## src/rtl/gpio_pkg.sv

```systemverilog
// Shared constants for the GPIO bank: register indices, address width and pin limit.
package gpio_pkg;

   localparam int unsigned GPIO_ADDR_W    = 3;
   localparam int unsigned GPIO_MAX_WIDTH = 32;

   localparam logic [GPIO_ADDR_W-1:0] GPIO_DATA_IN  = 3'd0;
   localparam logic [GPIO_ADDR_W-1:0] GPIO_DATA_OUT = 3'd1;
   localparam logic [GPIO_ADDR_W-1:0] GPIO_OE       = 3'd2;
   localparam logic [GPIO_ADDR_W-1:0] GPIO_RISE_EN  = 3'd3;
   localparam logic [GPIO_ADDR_W-1:0] GPIO_FALL_EN  = 3'd4;
   localparam logic [GPIO_ADDR_W-1:0] GPIO_STATUS   = 3'd5;
   localparam logic [GPIO_ADDR_W-1:0] GPIO_OUT_SET  = 3'd6;
   localparam logic [GPIO_ADDR_W-1:0] GPIO_OUT_CLR  = 3'd7;

endpackage

```

## src/rtl/gpio_sync_edge.sv

```systemverilog
// Vector input synchroniser with a previous-sample register for edge detection.
module gpio_sync_edge
   import gpio_pkg::*;
#(
   parameter int unsigned WIDTH       = 32,
   parameter int unsigned SYNC_STAGES = 2
) (
   input  logic             clk,
   input  logic             rst_n,
   input  logic [WIDTH-1:0] pad_i,
   output logic [WIDTH-1:0] sync,
   output logic [WIDTH-1:0] rise,
   output logic [WIDTH-1:0] fall
);

   logic [SYNC_STAGES-1:0][WIDTH-1:0] sync_q;
   logic [WIDTH-1:0]                  prev_q;

   // Stage 0 takes the raw pad; the last stage is the synchronised value.
   always_ff @(posedge clk or negedge rst_n) begin
      if (!rst_n) begin
         sync_q <= '0;
         prev_q <= '0;
      end else begin
         sync_q <= {sync_q[SYNC_STAGES-2:0], pad_i};
         prev_q <= sync_q[SYNC_STAGES-1];
      end
   end

   assign sync = sync_q[SYNC_STAGES-1];
   assign rise = sync & ~prev_q;
   assign fall = ~sync & prev_q;

endmodule

```

## src/rtl/gpio_bidir_bank.sv

```systemverilog
// Bank of bidirectional GPIO pins with a single-cycle register port and sticky edge interrupts.
module gpio_bidir_bank
   import gpio_pkg::*;
#(
   parameter int unsigned      WIDTH       = 32,
   parameter int unsigned      SYNC_STAGES = 2,
   parameter logic [WIDTH-1:0] RESET_OUT   = '0,
   parameter logic [WIDTH-1:0] RESET_OE    = '0
) (
   input  logic                   clk,
   input  logic                   rst_n,
   input  logic                   req_i,
   input  logic                   we_i,
   input  logic [GPIO_ADDR_W-1:0] addr_i,
   input  logic [WIDTH-1:0]       wdata_i,
   output logic [WIDTH-1:0]       rdata_o,
   output logic                   ack_o,
   input  logic [WIDTH-1:0]       pad_i,
   output logic [WIDTH-1:0]       pad_o,
   output logic [WIDTH-1:0]       pad_oe,
   output logic                   irq_o
);

   logic [WIDTH-1:0] out_q, oe_q, rise_en_q, fall_en_q, status_q;
   logic [WIDTH-1:0] sync, rise, fall;
   logic [WIDTH-1:0] rd_data_c, w1c_c;
   logic             wr_c;

   gpio_sync_edge #(
      .WIDTH       (WIDTH),
      .SYNC_STAGES (SYNC_STAGES)
   ) u_sync_edge (
      .clk   (clk),
      .rst_n (rst_n),
      .pad_i (pad_i),
      .sync  (sync),
      .rise  (rise),
      .fall  (fall)
   );

   assign wr_c  = req_i & we_i;
   assign w1c_c = (wr_c && addr_i == GPIO_STATUS) ? wdata_i : '0;

   // Read mux; write-only indices read as zero.
   always_comb begin
      rd_data_c = '0;
      case (addr_i)
         GPIO_DATA_IN:  rd_data_c = sync;
         GPIO_DATA_OUT: rd_data_c = out_q;
         GPIO_OE:       rd_data_c = oe_q;
         GPIO_RISE_EN:  rd_data_c = rise_en_q;
         GPIO_FALL_EN:  rd_data_c = fall_en_q;
         GPIO_STATUS:   rd_data_c = status_q;
         default:       rd_data_c = '0;
      endcase
   end

   always_ff @(posedge clk or negedge rst_n) begin
      if (!rst_n) begin
         out_q     <= RESET_OUT;
         oe_q      <= RESET_OE;
         rise_en_q <= '0;
         fall_en_q <= '0;
         status_q  <= '0;
         rdata_o   <= '0;
         ack_o     <= 1'b0;
         irq_o     <= 1'b0;
      end else begin
         ack_o    <= req_i;
         rdata_o  <= (req_i && !we_i) ? rd_data_c : '0;
         irq_o    <= |status_q;
         // A new edge outranks a simultaneous clear.
         status_q <= (status_q & ~w1c_c) | (rise & rise_en_q) | (fall & fall_en_q);
         if (wr_c) begin
            case (addr_i)
               GPIO_DATA_OUT: out_q     <= wdata_i;
               GPIO_OE:       oe_q      <= wdata_i;
               GPIO_RISE_EN:  rise_en_q <= wdata_i;
               GPIO_FALL_EN:  fall_en_q <= wdata_i;
               GPIO_OUT_SET:  out_q     <= out_q | wdata_i;
               GPIO_OUT_CLR:  out_q     <= out_q & ~wdata_i;
               default: ;
            endcase
         end
      end
   end

   assign pad_o  = out_q;
   assign pad_oe = oe_q;

endmodule

```

## config.mk

```make
export PLATFORM = sky130hd
export DESIGN_NAME = gpio_bidir_bank
export DESIGN_NICKNAME = d
export VERILOG_FILES = /design/src/rtl/gpio_pkg.sv /design/src/rtl/gpio_sync_edge.sv /design/src/rtl/gpio_bidir_bank.sv
export SDC_FILE = /design/constraint.sdc
export NUM_CORES = 1
export LEC_CHECK = 0
export BUFFER_PORTS_ARGS = -buffer_cell sky130_fd_sc_hd__buf_4
export CAP_MARGIN = 10
export CORE_MARGIN = 1
export CORE_UTILIZATION = 57
export CTS_CLUSTER_DIAMETER = 200
export DETAILED_ROUTE_END_ITERATION = 10
export PLACE_DENSITY_LB_ADDON = 0.12
export SYNTH_ARGS = -nofsm -noshare
export SYNTH_HDL_FRONTEND = slang
export SYNTH_SLANG_ARGS = --single-unit
export TNS_END_PERCENT = 5
```

## constraint.sdc

```tcl
create_clock -name clk -period 1.42 [get_ports clk]
set_input_delay 0.284 -clock clk [delete_from_list [all_inputs] [get_ports clk]]
set_output_delay 0.284 -clock clk [all_outputs]
set_load 0.005 [all_outputs]
```

==> flow_summary.ini <==
[floorplan]
dieArea_um2 = 21200
core_area_um2 = 20200
initial_core_util = 0.582
pin_count = 169
fp-row-count = 52
die_y_um = 146
die-width_um = 146

[final_layout]
layout.cells.non_filler = 1441
layout-drive-gt1-share = 0.334
final_area_um2 = 15500
final_common_cell = dfrtp_1
nets = 1218
syn2layout_area_growth_pct = 31.6
mostFrequentLayoutCells = dfrtp_1 (288), buf_4 (216), nand2_1 (78), mux2_1 (60), dlygate4sd3_1 (44)
final_util = 0.766
nFillCells = 1280

[drt]
first_pass_iters = 5
vias_per_cell = 5.83
avgRoutedWirePerCell_um = 21.7
finalWirelength_mm = 31.2
ant_nets = 0
drc = 0
drtIter0Drc = 503
via_count = 8402

[grt]
met3_usage = 0.0445
groute.layer.met1.usage = 0.431
grt_busiest_layer = met2
grt_pass1_wl_mm = 49.8
use_met2 = 0.491
first_global_vias = 8716
antenna_found_initial = 1
overflow = 0
grt_max_degree = 43
track_usage = 0.304

[timing]
hold_viol = 0
relSlewSlack = 0.731
fin_skew_ns = 0.00793
period_share = 0.989
setup_violations = 0
fmax_ghz = 0.712
rsz0062_at_grt = true
tightest_slew_ns = 0.403
hold-worst-slack_ns = 0.00926
period_needed_ns = 1.40
slew_violations = 0

[critical_path]
crit_type = reg -> out
cp-start-kind = register
max_stage_delay_ns = 0.44
slowest_stage = dfrtp_1
path_buf_inv = 1
end_kind = output pin
critPathTopFamily = flip-flops
cp_cell_sequence = buf_6
crit_required_ns = 1.14
worstPathMaxFanout = 3
cp.arrival_ns = 1.12

[clock_tree]
cts_tree = done
cts_max_level = 1
worst_skew_pair.late_latency_ns = 0.55
clk_pin_slew_ns = 0.06
postCtsSetupRepairBufs = 0
cts_inserted_buffers = 30
cts_buffer_depth = 3
clock_sinks = 290
cts_root_buf = clkbuf_16

[yosys]
ys_ff_latch = 290
synth_top_cell_by_area = dfrtp_1
ys_warn_count = 0
ys.flop_type = dfrtp_1
synth_enable_flop_cells = 0
syn_area_um2 = 11800
async_reset_ff_frac = 1.00
synth_nets = 943
synth_top_area_frac = 0.617
synth.area.top_cells = dfrtp_1 (62%), mux2_1 (5.7%), mux2_4 (3.8%)
synthDistinctLibCells = 40
avgSynthCellArea_um2 = 13.5
synth_cells = 872
ys_seq_area_frac = 0.617

[placed_design]
io_buffer_count = 168
dpl-instance-area_um2 = 13900
placed_cells = 1341
place_congestion = 0.804
dp_hpwl_mm = 20.4

[outcome]
status = complete, no violations

[power_and_ir_drop]
p_leak_nw = 7.02
power_mw = 21.8
max-vdd-ir-drop_uv = 1240
p_per_area_nw_per_um2 = 1410

[job]
cap_violations = 0

[hold_path]
hold_path_class = in -> reg
[metrics by stage]
| stage | setup TNS [ns] | worst slack [ns] |
|---|---|---|
| floorplan | -4.96 | -0.0736 |
| global placement | -28.76 | -0.218 |
| detailed placement | -33.37 | -0.241 |
| CTS | 0 | 0.000754 |
| global route | -0.102 | -0.0200 |
| finish | 0 | 0.0161 |
[cells by family after synthesis]
kind of cell | synth area share
simple gates | 0.0745
flops | 0.617
mux | 0.172
buf+inv | 0.0247
compound gates | 0.112
[per-layer routing]
layer  up-vias  wire length (µm)
met4         0               715
met2       293             15300
met5         -                 0
met3        49              1810
li1       3734                 -
met1      4326             13400
[repair_timing]
action                                  in CTS  in global routing
cloned                                       0                  0
pin swaps                                    1                  0
hold buffers                                44                  0
endpoints found under the setup margin       6                 62
hold endpoints to repair                   257                  0
resized for setup                            7                 20
[final cells by class]
type / instances / area, µm² / area share
flip-flops and latches: 290 / 7260 / 0.469
repair buffers: 292 / 2560 / 0.165
clock buffers: 43 / 911 / 0.0588
diodes: 1 / 2.50 / 0.000162
multi-input cells: 531 / 4300 / 0.278
inverters: 2 / 7.51 / 0.000485
well taps: 270 / 338 / 0.0218
clock inverters: 12 / 113 / 0.00727
[synthesized netlist by cell type, types with 10 or more instances]
library cell	count
a21o_1	32
a21oi_1	18
a22o_1	32
a22oi_1	20
buf_2	15
buf_4	13
clkbuf_1	15
dfrtp_1	290
mux2_1	60
mux2_2	34
mux2_4	30
mux2i_1	36
nand2_1	79
nand3_1	11
nand3b_1	32
nor2_1	10
o21ai_0	73
[final timing paths]
| check | from | endpoint | slack, ns | cells past startpoint |
|---|---|---|---|---|
| setup / recovery | pad_o[19] | pad_o[19] | 0.02 | 1 |
| hold / removal | wdata_i[10] | pad_oe[10] | 0.009 | 2 |
| setup reg to reg | status_q[1] | irq_o | 0.06 | 4 |
| hold reg to reg | u_sync_edge.sync_q[27] | u_sync_edge.sync[27] | 0.34 | 0 |
| max in group asynchronous | rst_n | status_q[30] | 0.60 | 3 |
| min in group asynchronous | rst_n | fall_en_q[27] | 0.25 | 2 |
[report_power, final]
part           switching [mW]  leakage [nW]  internal [mW]  total, mW
Sequential              0.981          3.45           9.38       10.4
Clock                    3.17         0.514           4.79       7.96
Combinational            1.36          3.05           2.13       3.49
No activity file was read; power rests on OpenSTA's default activity.
